## src/rtl/uart_tx_arbiter.sv

```systemverilog
// Round-robin arbiter sharing one UART transmit channel between NUM_REQ byte
// sources, with grants held for a whole message or MAX_BURST bytes.
//
// Ports:
//   clk, rst           system clock, synchronous active-high reset
//   req_data/valid/last per-requester byte, valid and end-of-message flags
//   req_ready          per-requester accept, high only for the granted source in LOAD
//   tx_data/tx_valid   registered byte and valid toward uart_top
//   tx_ready           uart_top accept; transfer on tx_valid & tx_ready
//   grant_id           index of the current or most recently granted requester
//   busy               high whenever the arbiter is not idle
module uart_tx_arbiter #(
    parameter int unsigned NUM_REQ   = 4,
    parameter int unsigned MAX_BURST = 16,
    parameter int unsigned ID_W      = $clog2(NUM_REQ)
) (
    input  logic                 clk,
    input  logic                 rst,
    input  logic [NUM_REQ*8-1:0] req_data,
    input  logic [NUM_REQ-1:0]   req_valid,
    input  logic [NUM_REQ-1:0]   req_last,
    output logic [NUM_REQ-1:0]   req_ready,
    output logic [7:0]           tx_data,
    output logic                 tx_valid,
    input  logic                 tx_ready,
    output logic [ID_W-1:0]      grant_id,
    output logic                 busy
);

    localparam int unsigned BC_W = $clog2(MAX_BURST + 1);

    typedef enum logic [1:0] {
        ST_IDLE = 2'd0,
        ST_LOAD = 2'd1,
        ST_SEND = 2'd2
    } state_t;

    state_t           state;
    state_t           state_nxt;
    logic             last_q;
    logic [BC_W-1:0]  burst_cnt;
    logic             rr_found;
    logic [ID_W-1:0]  rr_pick;
    logic [ID_W-1:0]  rr_idx;
    logic             grant_done;
    logic [7:0]       grant_byte;

    // Message ends on an explicit last byte or when the burst cap is reached.
    assign grant_done = last_q || (burst_cnt == BC_W'(MAX_BURST));
    assign grant_byte = req_data[{grant_id, 3'b000} +: 8];

    // Round-robin search: first valid requester after grant_id, with wrap.
    always_comb begin
        rr_found = 1'b0;
        rr_pick  = grant_id;
        rr_idx   = grant_id;
        for (int unsigned i = 1; i <= NUM_REQ; i++) begin
            rr_idx = ID_W'((32'(grant_id) + i) % NUM_REQ);
            if (!rr_found && req_valid[rr_idx]) begin
                rr_found = 1'b1;
                rr_pick  = rr_idx;
            end
        end
    end

    // State register.
    always_ff @(posedge clk) begin
        if (rst) begin
            state <= ST_IDLE;
        end else begin
            state <= state_nxt;
        end
    end

    // Next-state logic.
    always_comb begin
        state_nxt = state;
        case (state)
            ST_IDLE: begin
                if (rr_found) begin
                    state_nxt = ST_LOAD;
                end
            end
            ST_LOAD: begin
                if (req_valid[grant_id]) begin
                    state_nxt = ST_SEND;
                end else begin
                    state_nxt = ST_IDLE;
                end
            end
            ST_SEND: begin
                if (tx_ready) begin
                    state_nxt = grant_done ? ST_IDLE : ST_LOAD;
                end
            end
            default: state_nxt = ST_IDLE;
        endcase
    end

    // State-decoded outputs.
    always_comb begin
        req_ready = '0;
        busy      = (state != ST_IDLE);
        if (state == ST_LOAD) begin
            req_ready[grant_id] = 1'b1;
        end
    end

    // Grant pointer, captured byte and burst accounting.
    always_ff @(posedge clk) begin
        if (rst) begin
            grant_id  <= ID_W'(NUM_REQ - 1);
            tx_data   <= 8'h00;
            tx_valid  <= 1'b0;
            last_q    <= 1'b0;
            burst_cnt <= '0;
        end else begin
            case (state)
                ST_IDLE: begin
                    if (rr_found) begin
                        grant_id <= rr_pick;
                    end
                end
                ST_LOAD: begin
                    if (req_valid[grant_id]) begin
                        tx_data   <= grant_byte;
                        last_q    <= req_last[grant_id];
                        burst_cnt <= burst_cnt + BC_W'(1);
                        tx_valid  <= 1'b1;
                    end else begin
                        // Source stalled mid-message: give up the grant, keep the pointer.
                        burst_cnt <= '0;
                    end
                end
                ST_SEND: begin
                    if (tx_ready) begin
                        tx_valid <= 1'b0;
                        if (grant_done) begin
                            burst_cnt <= '0;
                        end
                    end
                end
                default: begin
                    tx_valid <= 1'b0;
                end
            endcase
        end
    end

endmodule

```

## config.mk

```make
export PLATFORM = sky130hd
export DESIGN_NAME = uart_tx_arbiter
export DESIGN_NICKNAME = d
export VERILOG_FILES = /design/src/rtl/uart_tx_arbiter.sv
export SDC_FILE = /design/constraint.sdc
export NUM_CORES = 1
export LEC_CHECK = 0
export ABC_AREA = 1
export BUFFER_PORTS_ARGS = -buffer_cell sky130_fd_sc_hd__buf_4
export CORE_UTILIZATION = 43
export DETAILED_ROUTE_END_ITERATION = 6
export GPL_TIMING_DRIVEN = 1
export HOLD_SLACK_MARGIN = 0.06
export PLACE_DENSITY_LB_ADDON = 0.25
export SYNTH_ARGS = -nofsm -noshare
export SYNTH_HDL_FRONTEND = slang
export SYNTH_SLANG_ARGS = --single-unit
```

## constraint.sdc

```tcl
create_clock -name clk -period 1.9 [get_ports clk]
set_input_delay 0.285 -clock clk [delete_from_list [all_inputs] [get_ports clk]]
set_output_delay 0.285 -clock clk [all_outputs]
set_load 0.02 [all_outputs]
```

==> summary.md <==
| Metric | Value |
|---|---|
| Type of the setup path with the least slack | reg2out |
| Number of placement rows | 20 |
| Most common cell after layout, fill and taps aside | sky130_fd_sc_hd__buf_4 |
| Crit-path cells | buf_4, ha_1, inv_1, nor2_1, buf_4 |
| Required time worst endpoint | 1.62 ns |
| Final sum of negative setup slack | 0 ns |
| Most numerous cell on the critical path | sky130_fd_sc_hd__buf_4 |
| Largest family of logic cells by synthesized area | simple AND/OR/NAND/NOR gates |
| Buffer and inverter count on the worst path | 3 |
| Clock insertion delay at the later pin of the skew report | 0.30 ns |
| Slew Limit Headroom | 0.792 |
| Netlist cell types | 25 |
| Slowest stage delay, CP | 0.38 ns |
| Share of synthesized cell area in full adder, half adder and majority cells | 0.0531 |
| Leakage Power | 0.989 nW |
| Worst min path class | in2reg |
| Area of the core | 0.00308 mm2 |
| Number of antenna violations at the first check in global routing | 0 |
| Data arrival time of the worst path | 1.42 ns |
| Setup violators final | 0 |
| Largest net degree at the start of global routing | 29 |
| Launching element type of the critical path | register |
| Area fraction in compound gates after synthesis | 0.171 |
| Post-synthesis cell count | 231 |
| Horizontal die dimension | 59.4 um |
| Hold-fix buffers, CTS | 0 |
| Worst Hold End | burst_cnt[2] |
| Number of vias after detailed routing | 1,621 |
| Start of the worst register-to-register path | grant_id[0] |
| Area of the mapped netlist | 0.00142 mm2 |
| HPWL Detailed | 2750 um |
| Boundary pin count | 59 |
| CTS Buf Count | 3 |
| Post-CTS Repair Setup Buffers | 0 |
| Pre-Repair DR Iteration Count | 4 |
| Category of cells accounting for the largest share of critical-path delay | buffers and inverters |
| First-pass GRT wire length | 5980 um |
| ANT cells | 0 |
| Number of design rule violations left after detail routing | 0 |
| Average size of a mapped cell | 6.13 um2 |
| Total power of the final layout | 0.00263 W |
| TritonCTS clock tree | done |
| # Max-Cap Violations | 0 |
| Yosys warning count | 0 |
| Crit path time final | 1.70 ns |
| Synthesized Nets | 280 |
| Outcome | complete, no violations |
| Overall die height | 59.4 um |
| Clock tree root driver cell | sky130_fd_sc_hd__clkbuf_4 |
| Vias in the first global route | 1,420 |
| Sequential share of the synthesized area | 0.269 |
| Reg2reg end | grant_id[1] |
| Mux share of post-synthesis cell area | 0 |
| Start point of the worst hold path | rst |
| Number of gates on the worst path with buffers counted | 5 |
| Area fraction in and, or, nand and nor cells after synthesis | 0.378 |
| Slack of the worst reg-to-reg path | 0.36 ns |
| Number of sinks driven by the clock tree | 19 |
| Grt ovf | 0 |
| Xor-xnor portion of the synthesized cell area | 0.0124 |
| Overall fraction of global-route tracks in use | 0.222 |
| Worst-case clock buffer depth | 2 |
| Final clock skew | 0.00236 ns |
| Post-route clock period utilization | 0.896 |
| Endpoint kind of the worst setup timing path | output port |
| Fraction of final layout cells with drive strength greater than 1 | 0.278 |
| Max H-tree Level | 1 |
| Maximum fanout along the worst path | 28 |
| RSZ-0062 raised after global routing | false |
| Number of cells on the worst reg-to-reg path | 8 |
| Die area | 0.00352 mm2 |
| Max stage delay cell, worst path | sky130_fd_sc_hd__dfxtp_2 |
| Power density cells | 1380 mW/mm2 |
| Iteration-0 DRC count of the detailed router | 62 |
| Hold-critical path depth | 2 |
| Worst Tran Pin Value | 0.311 ns |
| Flop and latch count out of synthesis | 19 |
| Critical Path Start | grant_id[0] |
| Layout overhead on the synthesized area | 35.0% |
| Reg clk slew, reported paths | 0.10 ns |
| Number of nets with antenna violations after routing | 0 |
| Final number of hold-violating endpoints | 0 |
| Post-DR vias/cell | 4.88 |
| Final GP Congestion | 0.915 |
| Number of nets in the finished design | 338 |
| Utilization after layout | 0.621 |
| Total wirelength of the detailed-routed design | 3510 um |
| Timing-limited maximum frequency | 588 MHz |
| Initial cell density of the core | 0.460 |
| # resized after CTS | 0 |
| Commonest cells after routing, fill and taps aside | sky130_fd_sc_hd__buf_4, sky130_fd_sc_hd__nor2_1, sky130_fd_sc_hd__nand2_1 |
| Final slew viol count | 0 |
| # port buffers | 58 |
| Worst-case vdd ir drop | 0.000832 V |
| Average wire per cell in the routed design | 10.6 um |
-- per-layer routing --
metal	wire, um	global-route usage	up-vias
met5	0	0	-
met4	19	0.0510	0
met3	182	0.0524	2
met2	1750	0.395	46
met1	1560	0.268	717
li1	-	-	856
-- per-stage QoR --
| stage | std cells | instance area [um2] | worst slack (ns) | hold slack (ns) |
|---|---|---|---|---|
| detailed placement | 328 | 1880 | 0.379 | 0.475 |
| CTS | 332 | 1910 | 0.177 | 0.160 |
| finish | 332 | 1910 | 0.198 | 0.167 |
| global route | 332 | 1910 | 0.0783 | 0.148 |
| global placement | 328 | 1880 | 0.385 | 0.474 |
| floorplan | 231 | 1420 | 0.0940 | 0.354 |
-- registers in the layout, indices dropped and copies added (netlist names) --
signal,count
grant_id,2
tx_data,8
last_q,1
burst_cnt,5
tx_valid,1
state,2
-- cell type report --
class / count / area (um2)
inverter: 28 / 110
clock buffer: 3 / 22.5
tap: 44 / 55.1
fill: 323 / 1170
sequential: 19 / 383
timing repair buffer: 62 / 465
clock inverter: 1 / 5.00
multi-input combinational: 175 / 870
-- worst max-delay path by stage --
stage | slack (ns) | end
2_1_floorplan | 0.09 | grant_id[1]
3_5_place_dp | 0.38 | grant_id[1]
3_3_place_gp | 0.38 | tx_data[0]
4_1_cts | 0.18 | req_ready[3]
5_1_grt | 0.08 | req_ready[1]
6_report | 0.20 | req_ready[3]
-- worst register-to-register path: cells and delay by family (launching register included) --
| kind | cells | cell delay [ns] |
|---|---|---|
| DFF | 1 | 0.38 |
| and+or+nand+nor | 6 | 0.64 |
| buffers and inverters | 1 | 0.28 |
| AOI/OAI and AO/OA | 1 | 0.15 |
-- power breakdown --
group | internal [W] | total [W] | switching, W
clock | 0.0000786 | 0.000205 | 0.000127
sequential | 0.000541 | 0.000634 | 0.0000932
combinational | 0.000669 | 0.00179 | 0.00112
-- cell usage after synthesis --
cell                        n  area share
sky130_fd_sc_hd__nor2_1    51        0.14
sky130_fd_sc_hd__nand2_1   42        0.11
sky130_fd_sc_hd__o21ai_0   30        0.11
sky130_fd_sc_hd__inv_1     24       0.064
sky130_fd_sc_hd__dfxtp_1   19        0.27
sky130_fd_sc_hd__nand3_1   14       0.050
sky130_fd_sc_hd__o22ai_1    9       0.040
sky130_fd_sc_hd__a21oi_1    7       0.025
sky130_fd_sc_hd__ha_1       6       0.053
sky130_fd_sc_hd__nand4_1    4       0.018
sky130_fd_sc_hd__clkbuf_1   3      0.0080
sky130_fd_sc_hd__inv_2      3      0.0080
sky130_fd_sc_hd__buf_2      2      0.0071
sky130_fd_sc_hd__buf_6      2       0.016
sky130_fd_sc_hd__nand2_2    2      0.0088
sky130_fd_sc_hd__nand2_4    2       0.016
sky130_fd_sc_hd__nand3_2    2       0.014
sky130_fd_sc_hd__nor3_1     2      0.0071
sky130_fd_sc_hd__buf_1      1      0.0026
sky130_fd_sc_hd__buf_4      1      0.0053
sky130_fd_sc_hd__inv_6      1      0.0062
sky130_fd_sc_hd__nor2_2     1      0.0044
sky130_fd_sc_hd__nor2_8     1       0.014
sky130_fd_sc_hd__xnor2_1    1      0.0062
sky130_fd_sc_hd__xor2_1     1      0.0062
-- logic make-up after synthesis --
| kind of cell | count (synthesis) |
|---|---|
| adders and majority gates | 6 |
| buffers and inverters | 37 |
| AOI/OAI and AO/OA | 46 |
| xor gates and xnor gates | 2 |
| and+or+nand+nor | 121 |
| DFF | 19 |
(Power assumes the default switching activity.)
